===== src/rtl/mac_pkg.sv =====
// mac_pkg: shared types and constants for the MAC initiator-side sequencer.
//   state_t    - sequencer FSM states
//   ACC_FACTOR - accumulator/result width as a multiple of the operand width
//   STALL_W    - width of the optional per-job stall counter
package mac_pkg;

    typedef enum logic [2:0] {
        IDLE  = 3'd0,
        PRIME = 3'd1,
        FEED  = 3'd2,
        DRAIN = 3'd3,
        HOLD  = 3'd4,
        CLEAR = 3'd5
    } state_t;

    localparam int ACC_FACTOR = 3;
    localparam int STALL_W    = 16;

endpackage


===== src/rtl/mac_driver.sv =====
// mac_driver: sequences one dot-product job into a multiply-accumulate unit.
// Accepts a job (start/len), pulls paired A/B operands from two valid/ready
// streams, drives the MAC En/Clr/Ain/Bin inputs, captures Cout and returns it
// on a valid/ready result port.
//
// Ports:
//   clk, rst_n                 clock, asynchronous active-low reset
//   start, len                 job request, product count (clamped to VEC_LEN)
//   a_valid/a_ready/a_data     A operand stream
//   b_valid/b_ready/b_data     B operand stream
//   mac_en, mac_clr            MAC enable / clear
//   mac_a, mac_b               MAC operand inputs
//   mac_cout                   MAC registered accumulator output
//   res_valid/res_ready/res_data  result stream
//   busy                       high whenever the FSM is not IDLE
//   stall_cnt                  FEED cycles without a beat in the current job
//                              (present only with MAC_DRIVER_STALL_CNT_EN)
//
// Build option: define MAC_DRIVER_STALL_CNT_EN to add the stall_cnt output.
module mac_driver
    import mac_pkg::*;
#(
    parameter int DATA_WIDTH = 8,
    parameter int VEC_LEN    = 8,
    localparam int CW = $clog2(VEC_LEN + 1),
    localparam int RW = DATA_WIDTH * ACC_FACTOR
) (
    input  logic                  clk,
    input  logic                  rst_n,
    input  logic                  start,
    input  logic [CW-1:0]         len,
    input  logic                  a_valid,
    output logic                  a_ready,
    input  logic [DATA_WIDTH-1:0] a_data,
    input  logic                  b_valid,
    output logic                  b_ready,
    input  logic [DATA_WIDTH-1:0] b_data,
    output logic                  mac_en,
    output logic                  mac_clr,
    output logic [DATA_WIDTH-1:0] mac_a,
    output logic [DATA_WIDTH-1:0] mac_b,
    input  logic [RW-1:0]         mac_cout,
    output logic                  res_valid,
    input  logic                  res_ready,
    output logic [RW-1:0]         res_data,
    output logic                  busy
`ifdef MAC_DRIVER_STALL_CNT_EN
    ,
    output logic [STALL_W-1:0]    stall_cnt
`endif
);

    state_t        state, state_nxt;
    logic [CW-1:0] len_q;
    logic [CW-1:0] cnt;
    logic [CW-1:0] cnt_inc;
    logic [CW-1:0] len_clamp;
    logic          in_feed;
    logic          beat;

    assign in_feed   = (state == FEED);
    assign beat      = in_feed & a_valid & b_valid;
    assign cnt_inc   = cnt + CW'(1);
    assign len_clamp = (int'(len) > VEC_LEN) ? CW'(VEC_LEN) : len;

    // Each stream's ready follows the other's valid so A and B only ever
    // transfer as a pair.
    assign a_ready   = in_feed & b_valid;
    assign b_ready   = in_feed & a_valid;

    // En stays up through stalls: the MAC adds a zero product rather than
    // dropping to idle and demanding another priming cycle.
    assign mac_en    = (state == PRIME) | in_feed;
    assign mac_clr   = (state == CLEAR);
    assign mac_a     = beat ? a_data : '0;
    assign mac_b     = beat ? b_data : '0;
    assign res_valid = (state == HOLD);
    assign busy      = (state != IDLE);

    always_comb begin
        state_nxt = state;
        case (state)
            IDLE:    if (start) state_nxt = (len_clamp != '0) ? PRIME : DRAIN;
            PRIME:   state_nxt = FEED;
            FEED:    if (beat && (cnt_inc == len_q)) state_nxt = DRAIN;
            DRAIN:   state_nxt = HOLD;
            HOLD:    if (res_ready) state_nxt = CLEAR;
            CLEAR:   state_nxt = IDLE;
            default: state_nxt = IDLE;
        endcase
    end

    always_ff @(posedge clk or negedge rst_n) begin
        if (!rst_n) begin
            state    <= IDLE;
            len_q    <= '0;
            cnt      <= '0;
            res_data <= '0;
        end else begin
            state <= state_nxt;
            if (state == IDLE && start) begin
                len_q <= len_clamp;
                cnt   <= '0;
            end else if (beat) begin
                cnt <= cnt_inc;
            end
            // The last product landed in Cout at the edge that entered DRAIN.
            if (state == DRAIN) res_data <= mac_cout;
        end
    end

`ifdef MAC_DRIVER_STALL_CNT_EN
    always_ff @(posedge clk or negedge rst_n) begin
        if (!rst_n) begin
            stall_cnt <= '0;
        end else if (state == IDLE && start) begin
            stall_cnt <= '0;
        end else if (in_feed && !beat && stall_cnt != '1) begin
            stall_cnt <= stall_cnt + STALL_W'(1);
        end
    end
`endif

endmodule


===== config.mk =====
export PLATFORM = sky130hd
export DESIGN_NAME = mac_driver
export DESIGN_NICKNAME = d
export VERILOG_FILES = /design/src/rtl/mac_pkg.sv /design/src/rtl/mac_driver.sv
export SDC_FILE = /design/constraint.sdc
export NUM_CORES = 1
export LEC_CHECK = 0
export CORE_MARGIN = 8
export CORE_UTILIZATION = 30
export DETAILED_ROUTE_END_ITERATION = 6
export PLACE_DENSITY = 0.66
export SLEW_MARGIN = 30
export SYNTH_ARGS = -nofsm -noshare
export SYNTH_HDL_FRONTEND = slang
export SYNTH_SLANG_ARGS = --single-unit

===== constraint.sdc =====
create_clock -name clk -period 2 [get_ports clk]
set_input_delay 0.4 -clock clk [delete_from_list [all_inputs] [get_ports clk]]
set_output_delay 0.4 -clock clk [all_outputs]
set_load 0.02 [all_outputs]

# ---- After elaboration in Yosys (flattened, before gate mapping)
# Cells that the tools add are included.
dict set report word_totals {
  output_inout_bits 46
  input_bits 50
  reg_bits 35
}
dict set report classes {
  eq_ne 9
  n_addsub 1
  reduce_logical 7
  bitwise 4
  muxes 10
  order_cmp 1
}
# cell count
set op_table {}
lappend op_table {{$mux 8} 2}
lappend op_table {{$pmux 3 s5} 1}
lappend op_table {{$mux 4} 3}
lappend op_table {{$mux 3} 3}
lappend op_table {{$eq 3x2->1 const B} 2}
lappend op_table {{$eq 3x3->1 const B} 2}
lappend op_table {{$add 4x1->4 const B} 1}
lappend op_table {{$eq 4x4->1} 1}
lappend op_table {{$gt 4x4->1 const B} 1}
lappend op_table {{$ne 2x1->1 const B} 2}
lappend op_table {{$reduce_bool 4->1} 1}
lappend op_table {{$and 1x1->1} 3}
lappend op_table {{$eq 3x1->1 const B} 1}
lappend op_table {{$logic_not 3->1} 1}
lappend op_table {{$reduce_and 3->1} 1}
lappend op_table {{$reduce_bool 3->1} 1}
lappend op_table {{$logic_and 1x1->1} 2}
lappend op_table {{$mux 2} 1}
lappend op_table {{$ne 2x2->1 const B} 1}
lappend op_table {{$reduce_bool 2->1} 1}
lappend op_table {{$or 1x1->1} 1}

# ---- Logic depth before layout (Yosys ltp)
# Gate-level depths: netlist (run 1).
dict set report logic_depth {
  word_depth 6
  mapped_depth 6
  ltp_nobuf 5
}

# ---- Least setup slack after synthesis (run 1)
# Ideal clock, no wire load.
dict set report synth_path {
  path_type {reg-to-output}
  start {register state[2]}
  end {output port mac_a[5]}
  arrival_ns 1.343
  setup_slack_ns 0.257
  path_stages_with_launch 5
  path_buffers 2
  cell_sequence {dfrtp_1 -> buf_6 -> and4bb_2 -> buf_2 -> and3_1}
}
dict set report synth_between {
  elab_chain_len 4
}
# element line_no
set synth_lines {}
lappend synth_lines {{start: declaration} mac_driver.sv:53} ;# state_t state, state_nxt;
lappend synth_lines {{start signal: assignment} mac_driver.sv:100} ;# state <= state_nxt;
lappend synth_lines {{$eq 3x2->1} mac_driver.sv:61} ;# assign in_feed = (state == FEED);
lappend synth_lines {{$and 1x1->1} n/a}
lappend synth_lines {{net b_ready} mac_driver.sv:36} ;# output logic b_ready,
lappend synth_lines {{$and 1x1->1} mac_driver.sv:62} ;# assign beat = in_feed & a_valid & b_valid;
lappend synth_lines {{$mux 8} mac_driver.sv:75} ;# assign mac_a = beat ? a_data : '0;
lappend synth_lines {{end: declaration} mac_driver.sv:40} ;# output logic [DATA_WIDTH-1:0] mac_a,
# The timed path passes the listed nets, and every way through them passes these cells.

# ---- Worst setup path in the final report (run 1)
dict set report layout_path {
  start {input port a_valid}
  end {output port mac_b[7]}
}
dict set report layout_between {
  elab_chain_len 3
}
# element line_no
set layout_lines {}
lappend layout_lines {{start: declaration} mac_driver.sv:32} ;# input logic a_valid,
lappend layout_lines {{$and 1x1->1 (2 in a row)} mac_driver.sv:62}
lappend layout_lines {{$mux 8} mac_driver.sv:76} ;# assign mac_b = beat ? b_data : '0;
lappend layout_lines {{end: declaration} mac_driver.sv:41} ;# output logic [DATA_WIDTH-1:0] mac_b,
# Every way passes these cells.

==> results_dict.tcl, run 1 <==
set metrics [dict create \
    status "finished, final reports clean" \
    maxSlewHeadroom_pct 70.6 \
    first_global_vias 1582 \
    crit_cells 5 \
    setup_viol 0 \
    power.share.sequential_pct 31.4 \
    clockRootBuffer "clkbuf_8" \
    num-fill-cells 487 \
    die_h_um 90.5 \
    cp_num_buf_inv 3 \
    synth_top_family_by_area "multiplexers" \
    start_kind "input port" \
    routed.top_layer "met4" \
    swShare_pct 36.6 \
    yosys.area_share.simple_pct 14.8 \
    pwr_density_cell_mw_per_mm2 1400 \
    max_cap_violations 0 \
    post-route-period-util_pct 99.1 \
    yosys_warnings 0 \
    grt_overflow 0 \
    drc 0 \
    numCtsBuffers 5 \
    routedWlPerCell_um 14.1 \
    intPower_w 0.00246 \
    synth_compound_area_share_pct 3.91 \
    hold_violations 0 \
    cts.sinks 35 \
    antenna_found_initial 0 \
    drtAntennaViolNets 0 \
    synth_fa_ha_area_share_pct 0.752 \
    initial_core_util_pct 30.6 \
    die_w_um 90.5 \
    cp.arrival_ps 1580 \
    critical_path_class "input port to primary output" \
    syn_to_final_growth_pct 67.0 \
    synth_edf_count 0 \
    crit_chain "clkdlybuf4s50_1, and4bb_4, buf_4, and3_1, buf_4" \
    syn_inst 131 \
    fin_crit_ps 1980 \
    hold_path.class "input port to asynchronous set/reset pin" \
    cts_tree "done" \
    drt_wl_total_um 4330 \
    cp_top_family "buffers and inverters" \
    synthArstFlopShare_pct 100 \
    maxSlewViolCount 0 \
    slowest_delay_ps 460 \
    critPathMaxFanout 6 \
    clock_path_buffers 2 \
    worstMarginPinSlew_ps 441 \
    final_util_pct 51.1 \
    layout.nets 285 \
    muxShareOfSynthArea_pct 19.6 \
    clkPwrFrac_pct 12.5 \
    rows 27 \
    end_kind "primary output" \
    ys_types 31 \
    dieArea_mm2 0.00819 \
    multiInputGateArea_um2 734 \
    cts.htree.levels 2 \
    max_freq_mhz 504 \
    critPathSlowestCell "clkdlybuf4s50_1" \
    met3_length_um 597 \
    grt_max_degree 36 \
    grtUsageTotal_pct 11.1 \
    yosysSeqAreaShare_pct 52.6 \
    leakage_nw 1.25 \
    holdBufCountCts 0 \
    core-area_mm2 0.00544 \
    rsz0062_at_grt "true" \
    synth_flop_cell "dfrtp_1" \
    synth_xor_xnor_area_share_pct 4.21 \
    place_congestion 0.757 \
    p_sw_w 0.00142 \
    drive_above_1_share_pct 27.7 \
    grt_first_pass_wirelength_um 7460 \
    wl_met2_um 1770 \
    vias_per_cell 4.45 \
    clkLatencyLatePin_ps 280 \
    syn_nets 182 \
    path_clk_slew_ps 70 \
    worstRegToRegCells 5 \
    crit_required_ps 1600 \
    holdWs_ps 150 \
    io_pins 96 \
    n_antenna_cell 0 \
    seq_area_um2 876 \
    port_buffers 95 \
    place_hpwl_um 3400 \
    skew_ps 2.74 \
    avgSynthCellArea_um2 12.7 \
    vdd_drop_max_uv 563 \
    synth_seq_cells 35 \
    first_pass_iters 3 \
    vias 1367 \
    synth_area_mm2 0.00166 \
    wl_met1_um 1880 \
    pwr-share-comb_pct 56.1 \
    cpMostUsedCell "buf_4" \
    drt_iter0_markers 13 \
]
-- final timing paths --
check / start / to / slack [ps]
setup / recovery: a_valid / mac_b[7] / 20
hold / removal: rst_n / res_data[21] / 150
setup reg to reg: state[2] / cnt[0] / 470
hold reg to reg: len_q[0] / len_q[0] / 500
max in group asynchronous: rst_n / cnt[3] / 1540
min in group clk: len_q[0] / len_q[0] / 500
-- cells in the final DEF (no fill, tap or decap), drive strengths merged --
| cell | count |
|---|---|
| clkinv | 1 |
| and3b | 1 |
| clkdlybuf4s50 | 72 |
| xnor2 | 7 |
| nor2 | 4 |
| and2 | 2 |
| ha | 1 |
| nand3b | 1 |
| nand3 | 1 |
| xor2 | 1 |
| a21boi | 1 |
| nand2b | 4 |
| clkbuf | 9 |
| dfrtp | 35 |
| dlygate4sd2 | 5 |
| inv | 2 |
| a21oi | 1 |
| nand2 | 5 |
| nor4bb | 1 |
| nor4 | 1 |
| a211oi | 1 |
| a22o | 2 |
| a41oi | 1 |
| nor3 | 1 |
| o21ai | 3 |
| clkdlybuf4s15 | 1 |
| buf | 24 |
| and4bb | 1 |
| mux2i | 3 |
| and3 | 17 |
| mux2 | 26 |
-- cell type report --
class / count / share of cell area [%]
clock inverter: 1 / 0.180
inverter: 2 / 0.270
clock buffer: 7 / 2.75
sequential: 35 / 31.5
tap: 72 / 3.24
multi-input combinational: 86 / 26.4
timing repair buffer: 104 / 35.6
-- repair_timing --
| action | 4_1_cts | 5_1_grt |
|---|---|---|
| endpoints found under the hold margin | 0 | 0 |
| endpoints found under the setup margin | 22 | 15 |
| resized for setup | 68 | 24 |
| cloned | 0 | 0 |
| buffers inserted | 2 | 0 |
-- metrics by stage --
| step | cells | cell area, um^2 | TNS (ps) | setup WS (ps) | power [W] |
|---|---|---|---|---|---|
| 4_1_cts | 307 | 2740 | 0 | 23.4 | 0.00393 |
| 2_1_floorplan | 131 | 1660 | 0 | 257 | 0.00249 |
| 5_1_grt | 307 | 2780 | -50.8 | -20.5 | 0.00416 |
| 3_5_place_dp | 297 | 2690 | -7850 | -462 | 0.00345 |
| 3_3_place_gp | 297 | 2690 | -7470 | -447 | 0.00342 |
| 6_report | 307 | 2780 | 0 | 17.4 | 0.00388 |
-- metal layers --
metal,global-route usage (%),up-vias
li1,-,668
met1,12.5,615
met2,16.0,78
met3,7.07,6
met4,4.99,0
met5,0,-
-- cells in the mapped netlist, types with 2 or more instances --
| cell | n | share of area [%] |
|---|---|---|
| a22o_1 | 2 | 1.1 |
| and3_1 | 17 | 6.4 |
| buf_2 | 3 | 0.90 |
| buf_6 | 3 | 2.0 |
| dfrtp_1 | 35 | 53 |
| inv_1 | 2 | 0.45 |
| mux2_2 | 25 | 17 |
| mux2i_1 | 3 | 1.8 |
| nand2_1 | 5 | 1.1 |
| nand2b_1 | 4 | 1.5 |
| nor2_1 | 4 | 0.90 |
| o21ai_0 | 3 | 0.90 |
| xnor2_1 | 7 | 3.7 |
-- power by group through the flow --
stage               clock network, W  registers (W)  logic [W]
global route                0.000542        0.00127    0.00235
detailed placement                 0        0.00123    0.00221
global placement                   0        0.00123    0.00219
floorplan                          0        0.00153   0.000963
CTS                         0.000511        0.00122    0.00219
finish                      0.000484        0.00122    0.00218
-- worst register-to-register path, delay by kind of cell (launching register included) --
kind / cells / cell delay [ps]
compound gates: 1 / 60
buf+inv: 1 / 120
flops: 1 / 400
mux: 1 / 260
simple gates: 2 / 580
-- registers in the layout, summed over array words and instances (netlist names) --
signal / flops
res_data: 24
len_q: 4
cnt: 4
state: 3
-- cells by family after synthesis --
group	after synthesis
muxes	29
DFF	35
buffers and inverters	10
adders and majority gates	1
and+or+nand+nor	39
xor gates and xnor gates	8
AOI/OAI and AO/OA	9
Power figures use the tool's default switching activity.
==> inputs of run 2 (changes only) <==
- CORE_MARGIN: 8 -> 10
- CORE_UTILIZATION: 30 -> 38
- PLACE_DENSITY: 0.66 -> 0.8
==> results_dict.tcl, run 2 (same netlist as run 1, synthesis figures left out) <==
set metrics [dict create \
    setup_viol 0 \
    post-route-period-util_pct 96.9 \
    first_global_vias 1550 \
    grtUsageTotal_pct 13.3 \
    top_regs "res_data: 24 flops, cnt: 4 flops, len_q: 4 flops" \
    status "finished, final reports clean" \
    maxSlewHeadroom_pct 70.6 \
    layout_commonest_cell "clkdlybuf4s50_1" \
    worstMarginPinSlew_ps 440 \
    die_h_um 86.2 \
    syn_to_final_growth_pct 61.2 \
    slowest_delay_ps 490 \
    numCtsBuffers 5 \
    routedWlPerCell_um 17.6 \
    grt_first_pass_wirelength_um 8030 \
    path_clk_slew_ps 70 \
    vias_per_cell 4.95 \
    crit_chain "clkdlybuf4s50_1, and4bb_4, dlygate4sd2_1" \
    leakage_nw 1.25 \
    final_util_pct 62.5 \
    layout.nets 284 \
    clkLatencyLatePin_ps 280 \
    vdd_drop_max_uv 524 \
    largest_register "res_data" \
    drive_above_1_share_pct 26.1 \
    critPathSlowestCell "clkdlybuf4s50_1" \
    start_kind "input port" \
    cts_tree "done" \
    pwr_density_cell_mw_per_mm2 1440 \
    dieArea_mm2 0.00743 \
    end_kind "primary output" \
    layout_common_cells "clkdlybuf4s50_1 (73), dfrtp_1 (35), mux2_2 (25)" \
    fin_ws_ps 62.6 \
    pre_cts_ws_ps -492 \
    place_congestion 0.773 \
    drt_wl_total_um 5030 \
    place_inst 277 \
    cp_num_buf_inv 2 \
    io_pins 96 \
    grt_max_degree 36 \
    vias 1415 \
    drt_iter0_markers 36 \
    hold_violations 0 \
    maxSlewViolCount 0 \
    ff2ff_setup_slack_ps 460 \
    antenna_found_initial 0 \
    core-area_mm2 0.00429 \
    initial_core_util_pct 38.8 \
    fin_cells 286 \
    drc 0 \
    rows 24 \
    hold_path.class "flop to flop" \
    fin_crit_ps 1940 \
    clock_path_buffers 2 \
    place_hpwl_um 4130 \
    cp_top_family "buffers and inverters" \
    largest_register_ffs 24 \
    rsz0062_at_grt "false" \
    die_w_um 86.2 \
    cts.htree.levels 2 \
    max_freq_mhz 516 \
    drtAntennaViolNets 0 \
    critPathMaxFanout 9 \
    max_cap_violations 0 \
    holdBufCountCts 0 \
    clockRootBuffer "clkbuf_8" \
    skew_ps 4.39 \
    first_pass_iters 4 \
    n_antenna_cell 0 \
    crit_required_ps 1600 \
    grt_overflow 0 \
    cts.sinks 35 \
    critical_path_class "input port to primary output" \
    port_buffers 95 \
    cp.arrival_ps 1540 \
]
## run 2: changes by cell type in the layout (fill, tap and decap cells not counted)
| cell | change |
|---|---|
| and3_1 | +2 |
| and3_4 | -2 |
| and4bb_4 | +1 |
| buf_12 | -1 |
| buf_2 | +13 |
| buf_4 | -8 |
| buf_6 | -5 |
| clkbuf_2 | -1 |
| clkdlybuf4s15_2 | -1 |
| clkdlybuf4s50_1 | +1 |
## run 2: stage by stage
stage	power, W	setup TNS [ps]	hold slack (ps)	instance area (um^2)
6_report	0.00387	0	501	2680
5_1_grt	0.00413	0	522	2680
4_1_cts	0.00392	-57.8	507	2680
3_5_place_dp	0.00349	-8050	492	2670
3_3_place_gp	0.00342	-7640	484	2670
2_1_floorplan	0.00249	0	104	1660
## run 2: worst register-to-register path: cells and delay by family, from the launching register on
kind	cells	cell delay, ps
DFF	1	400
AOI/OAI and AO/OA	1	60
buffers and inverters	1	120
and+or+nand+nor	2	580
muxes	1	260
## run 2: final timing paths
path / from / to / depth (start not counted)
min in group asynchronous: rst_n / res_data[8] / 2
hold reg to reg: len_q[1] / len_q[1] / 2
setup reg to reg: state[2] / cnt[0] / 5
hold / removal: len_q[1] / len_q[1] / 2
max in group asynchronous: rst_n / res_data[1] / 2
setup / recovery: a_valid / b_ready / 3
## run 2: final cells by class
class                           count  area [um^2]
Sequential cell                    35          876
Tap cell                           52         65.1
Timing Repair Buffer              102          912
Clock buffer                        7         76.3
Fill cell                         378         1610
Clock inverter                      1         5.00
Inverter                            2         7.51
Multi-Input combinational cell     87          741
## run 2: where the power goes
| group | internal [W] | leakage [nW] | total (W) | switching (W) |
|---|---|---|---|---|
| registers | 0.00104 | 0.424 | 0.00124 | 0.000195 |
| logic | 0.00113 | 0.781 | 0.00216 | 0.00103 |
| clock network | 0.000244 | 0.0422 | 0.000475 | 0.000231 |
## run 2: layer usage
metal | track usage [%] | share of wire [%] | wire, um | vias to the layer above
met4 | 3.53 | 0.83 | 42 | 0
met2 | 19.9 | 41 | 2070 | 90
met5 | 0 | 0 | 0 | -
met3 | 9.29 | 15 | 761 | 5
li1 | - | - | - | 667
met1 | 15.1 | 43 | 2150 | 653
## run 2: repair_timing
action                     4_1_cts  5_1_grt
resized for setup               70        5
gates cloned                     0        1
setup buffers                    0        0
setup endpoints to repair       22        3
==> inputs of run 3 (changes only) <==
- CORE_ASPECT_RATIO: default -> 2
- CTS_CLUSTER_DIAMETER: default -> 30
==> results_dict.tcl, run 3 (same netlist as run 1, synthesis figures left out) <==
set metrics [dict create \
    grtUsageMet3_pct 7.56 \
    place_congestion 0.760 \
    grt_use_met2_pct 20.3 \
    top_regs "res_data: 24 flops, cnt: 4 flops, len_q: 4 flops" \
    cp.arrival_ps 1560 \
    first_global_vias 1510 \
    grt_max_degree 36 \
    p_sw_w 0.00144 \
    critPathMaxFanout 10 \
    layout_commonest_cell "clkdlybuf4s50_1" \
    layout.nets 284 \
    num-fill-cells 360 \
    setup_viol 0 \
    drt_wl_total_um 4760 \
    largest_register_ffs 24 \
    holdBufCountCts 0 \
    end_kind "primary output" \
    multiInputGateArea_um2 721 \
    drc 0 \
    path_clk_slew_ps 70 \
    pre_cts_ws_ps -450 \
    pwr-share-comb_pct 53.7 \
    grtUsageTotal_pct 12.6 \
    rows 34 \
    syn_to_final_growth_pct 63.5 \
    rsz0062_at_grt "false" \
    worstRegToRegCells 5 \
    tns_ps 0 \
    clock_path_buffers 2 \
    worstHoldPathCells 2 \
    fin_crit_ps 1960 \
    pwr_density_cell_mw_per_mm2 1460 \
    vdd_drop_max_uv 713 \
    clockRootBuffer "clkbuf_8" \
    io_pins 96 \
    drtAntennaViolNets 0 \
    drt_iter0_markers 29 \
    status "finished, final reports clean" \
    dieArea_mm2 0.00759 \
    cts.htree.levels 2 \
    antenna_found_initial 0 \
    vias 1419 \
    n_antenna_cell 0 \
    die_w_um 66.8 \
    seq_area_um2 876 \
    crit_required_ps 1600 \
    numCtsBuffers 5 \
    max_freq_mhz 509 \
    worstMarginPinSlew_ps 426 \
    drive_above_1_share_pct 26.9 \
    leakage_nw 1.26 \
    post-route-period-util_pct 98.2 \
    grt_overflow 0 \
    swShare_pct 36.1 \
    routedWlPerCell_um 16.5 \
    fin_cells 288 \
    max_cap_violations 0 \
    die_h_um 114 \
    clkPwrFrac_pct 15.4 \
    clkLatencyLatePin_ps 280 \
    largest_register "res_data" \
    maxSlewViolCount 0 \
    fin_ws_ps 36.4 \
    power.share.sequential_pct 30.8 \
    intPower_w 0.00254 \
    skew_ps 6.02 \
    use_met1_pct 13.1 \
    vias_per_cell 4.93 \
    core-area_mm2 0.00430 \
    cts.sinks 35 \
    layout_common_cells "clkdlybuf4s50_1 (73), dfrtp_1 (35), mux2_2 (25)" \
    maxSlewHeadroom_pct 71.6 \
    port_buffers 95 \
    grt-busiest-layer "met2" \
    place_inst 280 \
    initial_core_util_pct 38.7 \
    hold_violations 0 \
    critical_path_class "input port to primary output" \
    cts_tree "done" \
    place_hpwl_um 4030 \
    final_util_pct 63.3 \
    first_pass_iters 4 \
    start_kind "input port" \
    grt_first_pass_wirelength_um 7500 \
    hold_path.class "flop to flop" \
]
run 3: layout make-up:
type,count,area share [%]
Clock buffer,5,2.53
Clock inverter,3,1.61
Inverter,2,0.276
Multi-Input combinational cell,86,26.5
Sequential cell,35,32.2
Tap cell,54,2.48
Timing Repair Buffer,103,34.4
run 3: worst paths after layout:
kind | from | to | slack, ps
min reg2reg | len_q[2] | len_q[2] | 500
max in group asynchronous | rst_n | res_data[2] | 1160
max | a_valid | mac_b[7] | 40
min in group asynchronous | rst_n | res_data[9] | 530
max reg2reg | state[0] | cnt[0] | 540
min | len_q[2] | len_q[2] | 500
run 3: per-stage QoR:
step                      total power (W)  hold slack [ps]  instance area (um^2)
after floorplan                   0.00249              104                  1660
after global placement            0.00343              485                  2680
after detailed placement          0.00348              491                  2680
after CTS                         0.00404              508                  2710
after global routing              0.00423              515                  2720
final                             0.00398              501                  2720
run 3: per-layer routing:
| layer | wire length, um | vias to the layer above |
|---|---|---|
| met5 | 0 | - |
| li1 | - | 663 |
| met1 | 1700 | 662 |
| met2 | 2270 | 92 |
| met4 | 22 | 0 |
| met3 | 765 | 2 |
run 3: repair_timing:
item                                    4_1_cts  5_1_grt
resized for setup                            71       10
buffers inserted                              0        0
endpoints found under the setup margin       22        7
run 3: power by group through the flow:
stage / clock, W / combinational (W) / sequential, W
after floorplan: 0 / 0.000963 / 0.00153
after global placement: 0 / 0.00221 / 0.00122
after detailed placement: 0 / 0.00224 / 0.00124
after CTS: 0.000640 / 0.00217 / 0.00123
after global routing: 0.000670 / 0.00229 / 0.00127
final: 0.000614 / 0.00214 / 0.00123
run 3: critical path, stage by stage:
cell and delay (ps):
clkdlybuf4s50_1 460, and4bb_2 230, buf_4 140, and3_1 160
buf_2 170
